<file path="src/rtl/vram_ctrl.sv">
// VRAM arbiter: one memory port shared between CPU read/write and scanout reads.
// Define VRAM_VGA_PRIORITY_EN to give scanout absolute priority; otherwise ties are round-robin.
module vram_ctrl #(
    parameter int unsigned MEM_WAIT = 2
) (
    input  logic        clk,
    input  logic        reset,
    input  logic [14:0] vram_cpu_addr,
    input  logic [31:0] vram_cpu_data_in,
    output logic [31:0] vram_cpu_data_out,
    input  logic        vram_cpu_req,
    input  logic        vram_cpu_write,
    output logic        vram_cpu_ready,
    output logic        vram_cpu_done,
    input  logic [14:0] vram_vga_addr,
    input  logic        vram_vga_req,
    output logic [31:0] vram_vga_data_out,
    output logic        vram_vga_ready,
    output logic [14:0] mem_addr,
    output logic [31:0] mem_data_out,
    input  logic [31:0] mem_data_in,
    output logic        mem_oe,
    output logic        mem_we
);

    typedef enum logic [2:0] {IDLE, CPU_RD, CPU_WR, VGA_RD, DONE} state_t;

    localparam logic [3:0] LAST_CNT = 4'(MEM_WAIT - 1);

    state_t      state_q;
    logic [3:0]  cnt_q;
    logic        last_vga_q;
    logic [14:0] mem_addr_q;
    logic [31:0] mem_data_out_q;
    logic        mem_oe_q;
    logic        mem_we_q;
    logic [31:0] cpu_data_out_q;
    logic [31:0] vga_data_out_q;
    logic        cpu_ready_q;
    logic        cpu_done_q;
    logic        vga_ready_q;

    logic cpu_pend;
    logic pick_vga;

    assign cpu_pend = vram_cpu_write | vram_cpu_req;

`ifdef VRAM_VGA_PRIORITY_EN
    assign pick_vga = vram_vga_req;
`else
    // On a tie, scanout goes only if the CPU was granted last.
    assign pick_vga = vram_vga_req & (~cpu_pend | ~last_vga_q);
`endif

    always_ff @(posedge clk or posedge reset) begin
        if (reset) begin
            state_q        <= IDLE;
            cnt_q          <= '0;
            last_vga_q     <= 1'b0;
            mem_addr_q     <= '0;
            mem_data_out_q <= '0;
            mem_oe_q       <= 1'b0;
            mem_we_q       <= 1'b0;
            cpu_data_out_q <= '0;
            vga_data_out_q <= '0;
            cpu_ready_q    <= 1'b0;
            cpu_done_q     <= 1'b0;
            vga_ready_q    <= 1'b0;
        end else begin
            cpu_ready_q <= 1'b0;
            cpu_done_q  <= 1'b0;
            vga_ready_q <= 1'b0;
            case (state_q)
                IDLE: begin
                    cnt_q <= '0;
                    if (pick_vga) begin
                        state_q    <= VGA_RD;
                        mem_addr_q <= vram_vga_addr;
                        mem_oe_q   <= 1'b1;
                        last_vga_q <= 1'b1;
                    end else if (vram_cpu_write) begin
                        state_q        <= CPU_WR;
                        mem_addr_q     <= vram_cpu_addr;
                        mem_data_out_q <= vram_cpu_data_in;
                        mem_we_q       <= 1'b1;
                        last_vga_q     <= 1'b0;
                    end else if (vram_cpu_req) begin
                        state_q    <= CPU_RD;
                        mem_addr_q <= vram_cpu_addr;
                        mem_oe_q   <= 1'b1;
                        last_vga_q <= 1'b0;
                    end
                end
                CPU_RD, CPU_WR, VGA_RD: begin
                    if (cnt_q == LAST_CNT) begin
                        state_q  <= DONE;
                        mem_oe_q <= 1'b0;
                        mem_we_q <= 1'b0;
                        if (state_q == CPU_RD) begin
                            cpu_data_out_q <= mem_data_in;
                            cpu_ready_q    <= 1'b1;
                        end else if (state_q == VGA_RD) begin
                            vga_data_out_q <= mem_data_in;
                            vga_ready_q    <= 1'b1;
                        end else begin
                            cpu_done_q <= 1'b1;
                        end
                    end else begin
                        cnt_q <= cnt_q + 4'd1;
                    end
                end
                // Requests are ignored here so a requester can drop its level.
                DONE: state_q <= IDLE;
                default: state_q <= IDLE;
            endcase
        end
    end

    assign mem_addr          = mem_addr_q;
    assign mem_data_out      = mem_data_out_q;
    assign mem_oe            = mem_oe_q;
    assign mem_we            = mem_we_q;
    assign vram_cpu_data_out = cpu_data_out_q;
    assign vram_vga_data_out = vga_data_out_q;
    assign vram_cpu_ready    = cpu_ready_q;
    assign vram_cpu_done     = cpu_done_q;
    assign vram_vga_ready    = vga_ready_q;

endmodule

</file>
<file path="config.mk">
export PLATFORM = sky130hd
export DESIGN_NAME = vram_ctrl
export DESIGN_NICKNAME = d
export VERILOG_FILES = /design/src/rtl/vram_ctrl.sv
export SDC_FILE = /design/constraint.sdc
export NUM_CORES = 1
export LEC_CHECK = 0
export ABC_AREA = 1
export CAP_MARGIN = 30
export CORE_ASPECT_RATIO = 1.25
export CORE_MARGIN = 4
export CORE_UTILIZATION = 40
export DETAILED_ROUTE_END_ITERATION = 8
export GPL_TIMING_DRIVEN = 0
export PLACE_DENSITY = 0.82
export SLEW_MARGIN = 20
export SYNTH_ARGS = -nofsm -noshare
export SYNTH_HDL_FRONTEND = slang
export SYNTH_SLANG_ARGS = --single-unit
</file>
<file path="constraint.sdc">
create_clock -name clk -period 13.8 [get_ports clk]
set_clock_uncertainty 0.05 [all_clocks]
set_input_delay 3.45 -clock clk [delete_from_list [all_inputs] [get_ports clk]]
set_output_delay 3.45 -clock clk [all_outputs]
set_load 0.02 [all_outputs]
</file>
### Yosys cells after proc, flatten, opt, wreduce, memory -nomap -nowiden

Cells that the tools add are included.

| word-level totals | value |
|---|---|
| memory bits (read-only) | 0 |
| bits in writable memories | 0 |
| bits in latches | 0 |
| output and inout bits | 116 |
| bits of input ports | 99 |
| logic and storage cells | 75 |
| bits in registers | 124 |
| memories kept | 0 |

| operators by class | value |
|---|---|
| reductions and logical operators | 12 |
| multiplexer cells | 32 |
| equality and inequality tests | 11 |
| divide/modulo/power cells | 0 |
| order comparisons | 0 |
| add/sub/neg operators | 1 |
| shifts and indexed selects | 0 |
| $mul | 0 |
| bitwise operators | 7 |

Operators by type and width:

| cell | count |
|---|---|
| 15-bit two-way mux | 3 |
| 1-bit two-way mux | 20 |
| 3-bit two-way mux | 4 |
| 4-bit AND reduction | 3 |
| 2-bit inequality test, second input constant | 4 |
| 4-bit case mux with 2 select lines | 1 |
| 3-bit by 2-bit == test with 1-bit output, second input constant | 2 |
| 3-bit inequality test, second input constant | 2 |
| 3-bit case mux with 2 select lines | 1 |
| 2-bit AND reduction | 3 |
| 3-bit AND reduction | 2 |
| 4-bit by 1-bit adder with 4-bit output, second input constant | 1 |
| 4-bit by 1-bit == test with 1-bit output, second input constant | 1 |
| 4-bit two-way mux | 1 |
| 4-bit inequality test, second input constant | 1 |
| 1-bit inverter | 4 |
| 1-bit case mux with 2 select lines | 2 |
| 3-bit by 1-bit == test with 1-bit output, second input constant | 1 |
| 3-bit logical NOT | 1 |
| 3-bit nonzero test | 1 |
| 3-bit OR reduction | 1 |
| 1-bit OR | 2 |
| 2-bit nonzero test | 1 |
| 1-bit AND | 1 |

### Logic depth before layout (Yosys ltp)

Gate-level depths: netlist (run 1).

| logic depth | value |
|---|---|
| depth in word-level cells | 6 |
| gate-level depth with buffers | 9 |
| gate-level depth less buffers | 7 |

### Least setup slack after synthesis (run 1)

OpenSTA, ideal clock, no wires.

| path | value |
|---|---|
| kind | input-to-reg |
| start | in vram_cpu_write |
| end | reg mem_addr_q[0], in the netlist mem_addr[0] |
| arrival | 4,119 ps |
| setup slack | 9,505 ps |
| required time | 13,625 ps |
| stages on the path | 6 |
| path buffers | 2 |
| setup time | 125 ps |
| cells stage by stage | o21ai_1 -> nand2_2 -> buf_6 -> buf_6 -> o21ai_0 -> o21ai_1 |

| on the way | value |
|---|---|
| word-level cells in the longest chain between the ends | 6 |
| elaborated cells on any way between the ends | 8 |
| classes of those cells | mux (2); bitwise (4); reduce/logical (2) |

RTL lines:

| item | RTL line | source |
|---|---|---|
| start, declared | 12 | `input logic vram_cpu_write,` |
| 1-bit OR | 46 | `assign cpu_pend = vram_cpu_write \| vram_cpu_req;` |
| 1-bit inverter | 52 | `assign pick_vga = vram_vga_req & (~cpu_pend \| ~last_vga_q);` |
| 1-bit OR | 52 |  |
| 1-bit AND | 52 |  |
| 3-bit nonzero test (no line) | - |  |
| 2-bit AND reduction (no line) | - |  |
| end signal, assigned | 78 | `mem_addr_q <= vram_vga_addr;` |
| end signal, assigned | 83 | `mem_addr_q <= vram_cpu_addr;` |
| end signal, assigned | 89 | `mem_addr_q <= vram_cpu_addr;` |
| end, declared | 33 | `logic [14:0] mem_addr_q;` |

Parallel ways exist; a longest one is shown, timed or not.
A chain may end at the register's enable or synchronous reset.

### Worst setup path after layout (run 1)

| path | value |
|---|---|
| start | reg cpu_data_out_q[28], in the netlist vram_cpu_data_out[28] |
| end | out vram_cpu_data_out[28] |

RTL lines:

| item | RTL line | source |
|---|---|---|
| start, declared | 37 | `logic [31:0] cpu_data_out_q;` |
| start signal, assigned | 100 | `cpu_data_out_q <= mem_data_in;` |
| end, declared | 10 | `output logic [31:0] vram_cpu_data_out,` |

No word-level cell between the ends.

==> metrics.txt, run 1 <==
status=finished, final reports clean; # rows=45; CTS hold repair buffers=0; Die Wd=approximately 110 um; Bufs and invs on worst path=1; CP max stage cell=clkdlybuf4s50_1; die area=0.0145 mm2; routability cong.=around 0.80; GRT overflow=0; yosys warns=0; Area growth syn-to-layout=58.7%; Worst EP required=a little over 10 ns; Setup crit end kind=output pin; hpwl dp=approximately 11000 um; Core ar.=between 0.01 and 0.015 mm2; Max-Cap Viols=0; Worst Path Arrival=about 1.4 ns; RSZ-0062 raised after global routing=false; pwr dens=254 mW/mm2; Final nets=859; TritonRoute pass-1 iters=5; Design Power=around 2.0 mW; crit-path cells=clkdlybuf4s50_1; top cell type's share of synthesized area=between 60% and 70%; CP top delay family=buffers and inverters; largest net degree at the start of global routing=72; post_cts resized=0; final hold violation count=0; DRC=0; clk slew on worst S/H paths=about 0.060 ns; initial cell density of the core=between 40% and 50%; chip height=between 100 and 150 um; Leak=~3.8 nW; TritonCTS clock tree=done; pins over their slew limit=0; worst slew pin tran=between 0.4 and 0.5 ns; DR vias=roughly 4400; worst-path fanout max=2; FF+latch count, synth=124; Post-Syn Area=0.00507 mm2; crit path time final=slightly below 5 ns; Worst-Skew Late Latency=0.40 ns; Post-CTS Setup Bufs=0; ANT nets after route=0; Worst slew margin=67.1%; IO Port Bufs=about 210; syn avg cell area=9.67 um2; initial DRC count=roughly 220; post-synth net total=~630; setup TNS=0 ns; clk buf depth=2; final wirelength=around 14000 um; wire per inst=15.0 um; I/O pins=approximately 220; clk root buf=clkbuf_16; vias per cell=around 4.8; crit-path max cell delay=between 0.6 and 0.7 ns; top post-synthesis cells by area=dfrtp_1 (61%), nand2_1 (8.4%), o21ai_1 (6.2%); Hold Path Class=register to register; H-tree depth=4; post-synthesis sequential area ratio=61.2%; dominant cell type by area after synthesis=dfrtp_1; FMAX=203 MHz; first-pass GRT wire length=between 20000 and 25000 um; TritonCTS buffer count=17; antenna violations before repair=0; final worst-path cycle share=35.6%; all-layer global routing usage=roughly 20%; endpoints failing setup=0; number of global-route vias before repair=~4700; Worst IR Drop VDD=0.139 mV; # diodes=0; startpoint type of the worst setup path=register; synth unique cells=28; Crit Path Category=register to output pin; layout cells sized above 1=11.7%; Mapped Cells=524; clock sink count=~120
cells in the mapped netlist:
master / n
a21oi_1: 5
a31oi_1: 4
buf_2: 5
buf_4: 7
buf_6: 11
buf_8: 1
clkbuf_1: 3
clkbuf_2: 1
dfrtp_1: 124
ha_1: 2
inv_1: 70
inv_2: 6
inv_6: 1
nand2_1: 114
nand2_2: 1
nand3_1: 3
nand3_2: 2
nand3_4: 1
nor2_1: 20
nor2_2: 1
nor3_1: 3
nor3_2: 1
o21ai_0: 52
o21ai_1: 63
o21ai_2: 18
o22ai_1: 3
xnor2_1: 1
xor2_1: 1
cell families after synthesis:
kind of cell    after synthesis  synth area share (%)
fa+ha+maj                     2                 0.494
compound gates              145                  15.8
xor+xnor                      2                 0.346
flops                       124                  61.2
simple gates                146                  11.7
buf+inv                     105                  10.4
final cells by class:
cell class                      count  area [um2]
Inverter                           77         299
Multi-Input combinational cell    295        1440
Buffer                             28         233
Clock buffer                       19         453
Sequential cell                   124        3100
Clock inverter                     13         141
Fill cell                         980        4230
Tap cell                          164         205
Timing Repair Buffer              215        2170
metal layers:
layer / vias up / GRT usage [%] / routed length (um)
met5: - / 0 / 0
met4: 0 / 6.60 / 233
met3: 20 / 6.02 / 1070
met2: 183 / 35.0 / 7300
met1: 2112 / 23.1 / 5380
li1: 2133 / - / -
final timing paths:
path / from / to / slack [ns] / depth (start not counted)
setup reg to reg: cnt_q[1] / vram_vga_data_out[25] / 12.14 / 9
setup / recovery: vram_cpu_data_out[28] / vram_cpu_data_out[28] / 8.89 / 1
hold reg to reg: state_q[0] / vram_cpu_done / 0.41 / 1
min in group asynchronous: reset / vram_cpu_data_out[17] / 3.43 / 2
hold / removal: state_q[0] / vram_cpu_done / 0.41 / 1
max in group asynchronous: reset / mem_we / 9.58 / 3
through the flow:
stage	cell area, um2	util (%)	hold WS, ns	instances	setup slack (ns)
after floorplan	5070	-	0.383	524	7.00
after global placement	7410	60.4	0.396	902	5.44
after detailed placement	7450	60.7	0.397	903	8.74
after CTS	8040	65.5	0.408	935	8.87
after global routing	8040	65.5	0.436	935	8.85
final	8040	65.5	0.409	935	8.89
where the power goes:
part / switching, mW / internal [mW] / total, mW
clock network: 0.159 / 0.276 / 0.435
registers: 0.101 / 0.543 / 0.644
logic: 0.515 / 0.444 / 0.960
flip-flops by register name, indices dropped and copies added (netlist names):
name               count
vram_cpu_done          1
mem_oe                 1
cnt_q                  4
vram_cpu_ready         1
vram_cpu_data_out     32
last_vga_q             1
vram_vga_ready         1
mem_addr              15
mem_we                 1
vram_vga_data_out     32
state_q                3
mem_data_out          32
placed cells by master, fill, tap and decap left out, types with 2 or more instances in the layout:
cell / netlist / routed
clkdlybuf4s50_1: 0 / 214
o21ai_1: 63 / 63
clkbuf_8: 0 / 2
inv_2: 6 / 6
dfrtp_1: 124 / 124
inv_1: 70 / 69
clkinv_2: 0 / 3
inv_6: 1 / 4
a21oi_1: 5 / 5
o21ai_0: 52 / 52
clkbuf_1: 3 / 3
bufinv_16: 0 / 2
a31oi_1: 4 / 4
clkinvlp_4: 0 / 3
buf_6: 11 / 11
nand2_1: 114 / 114
nor3_1: 3 / 3
buf_4: 7 / 7
o22ai_1: 3 / 3
nand3_2: 2 / 2
buf_2: 5 / 5
clkinv_4: 0 / 3
clkbuf_16: 0 / 17
nor2_1: 20 / 20
nand3_1: 3 / 3
ha_1: 2 / 2
o21ai_2: 18 / 18
(Power assumes the default switching activity.)
==> run 2, diff against run 1 <==
--- a/config.mk
+++ b/config.mk
@@ -9,7 +9,7 @@
 export CAP_MARGIN = 30
 export CORE_ASPECT_RATIO = 1.25
 export CORE_MARGIN = 4
-export CORE_UTILIZATION = 40
+export CORE_UTILIZATION = 38
 export DETAILED_ROUTE_END_ITERATION = 8
 export GPL_TIMING_DRIVEN = 0
 export PLACE_DENSITY = 0.82
==> constraint.sdc (replaced) <==
create_clock -name clk -period 3.99 [get_ports clk]
set_clock_uncertainty 0.05 [all_clocks]
set_input_delay 0.9975 -clock clk [delete_from_list [all_inputs] [get_ports clk]]
set_output_delay 0.9975 -clock clk [all_outputs]
set_load 0.02 [all_outputs]
==> run 2 against run 1 <==
Sequential share of layout area decreased by 0.47 points. Design area grew 1.2%. First-iteration DRC count rose by 5.0%. Combinational power increased to 3.4 times the previous value. Hold slack improved by 0.0020 ns. Routed wire length fell by 2.0%.
==> metrics.txt, run 2 (synthesis results as in run 1) <==
status=finished, final reports clean; Worst slew margin=a little over half; Crit Path Category=register to output pin; TritonRoute pass-1 iters=4; H-tree depth=4; CP Depth=1; commonest non-fill, non-tap cell in the layout=clkdlybuf4s50_1; routability cong.=0.791; first-pass GRT wire length=approximately 22000 um; number of global-route vias before repair=about 4500; antenna violations before repair=0; most frequent cells in the layout=clkdlybuf4s50_1 (214), dfrtp_1 (124), nand2_1 (114); TritonCTS buffer count=17; Worst IR Drop VDD=roughly 0.37 mV; # diodes=0; Final nets=about 860; crit path time final=2.45 ns; # rows=46; Max-Cap Viols=0; Gate power share=a little under half; worst slew pin tran=~0.7 ns; clock sink count=~120; pwr dens=886 mW/mm2; ANT nets after route=0; Hold Path Class=register to register; die area=between 0.015 and 0.02 mm2; CP max stage cell=clkdlybuf4s50_1; IO Port Bufs=between 200 and 250; all-layer global routing usage=18.3%; Internal=4.54 mW; endpoints failing setup=0; Hold Path Cell Cnt=1; setup TNS=0 ns; final hold violation count=0; FMAX=approximately 410 MHz; wire per inst=approximately 15 um; sw power=between 2 and 3 mW; crit-path cells=clkdlybuf4s50_1; pins over their slew limit=0; Worst Path Arrival=roughly 1.4 ns; chip height=137 um; Leak=about 3.8 nW; CTS hold repair buffers=0; final core occ=a little over three fifths; clk slew on worst S/H paths=about 0.060 ns; DR vias=~4400; clk root buf=clkbuf_16; final worst-path cycle share=about three fifths; Setup crit end kind=output pin; initial cell density of the core=about two fifths; post_cts resized=0; Worst EP required=around 2.9 ns; clk buf depth=2; initial DRC count=232; Area growth syn-to-layout=60.6%; GRT overflow=0; layout cells sized above 1=about an eighth; startpoint type of the worst setup path=register; Clk pwr share=23.6%; final wirelength=between 10000 and 15000 um; CP top delay family=buffers and inverters; RSZ-0062 raised after global routing=false; Switching Fraction=a little under two fifths; TritonCTS clock tree=done; Worst-Skew Late Latency=approximately 0.40 ns; worst-path fanout max=2; Seq pwr share=30.5%; Die Wd=about 110 um; crit-path max cell delay=between 0.6 and 0.7 ns; DRC=0; Core ar.=around 0.013 mm2; I/O pins=215; vias per cell=around 4.6; R2R depth=8; hpwl dp=10300 um; largest net degree at the start of global routing=36; Post-CTS Setup Bufs=0; Bufs and invs on worst path=1
-- run 2: cell count changes in the layout (fill, tap and decap cells not counted), sizes merged --
cell	delta
buf	+2
bufinv	+3
clkbuf	-1
clkinv	-1
clkinvlp	+1
inv	-2
-- run 2: layer usage --
layer	share of wire [%]	track usage (%)	wire length, um
met1	40	21.3	5500
met2	51	31.8	6930
met3	7.2	5.66	993
met4	2.0	7.10	279
met5	0	0	0
-- run 2: final timing paths --
path                                              end                 start  slack, ns
worst min-delay path                    vram_cpu_done            state_q[0]       0.41
worst max-delay path             vram_cpu_data_out[2]  vram_cpu_data_out[2]       1.54
max in group asynchronous        vram_cpu_data_out[1]                 reset       2.06
worst min register to register          vram_cpu_done            state_q[0]       0.41
worst max register to register  vram_cpu_data_out[20]              cnt_q[0]       2.30
min in group asynchronous       vram_cpu_data_out[24]                 reset       0.99
-- run 2: per-stage QoR --
stage | instance area [um2] | cells | total power, mW | worst slack (ns) | hold slack (ns)
after global routing | 8140 | 941 | 7.65 | 1.49 | 0.442
after floorplan | 5070 | 524 | 3.95 | 1.42 | 0.383
after detailed placement | 7480 | 909 | 5.55 | 1.38 | 0.395
after global placement | 7420 | 906 | 5.47 | 0.254 | 0.400
after CTS | 8140 | 941 | 7.30 | 1.51 | 0.407
final | 8140 | 941 | 7.21 | 1.54 | 0.411
-- run 2: final cells by class --
class	instances	area [um2]
Timing Repair Buffer	217	2200
Clock inverter	14	218
Inverter	77	298
Sequential cell	124	3100
Multi-Input combinational cell	295	1440
Clock buffer	18	439
Tap cell	168	210
Buffer	28	233
Fill cell	1047	4750
-- run 2: power by group through the flow --
stage / combinational, mW / sequential, mW / clock (mW)
finish: 3.31 / 2.20 / 1.70
global placement: 3.28 / 2.19 / 0
global route: 3.58 / 2.28 / 1.79
CTS: 3.36 / 2.20 / 1.74
floorplan: 1.04 / 2.91 / 0
detailed placement: 3.34 / 2.21 / 0
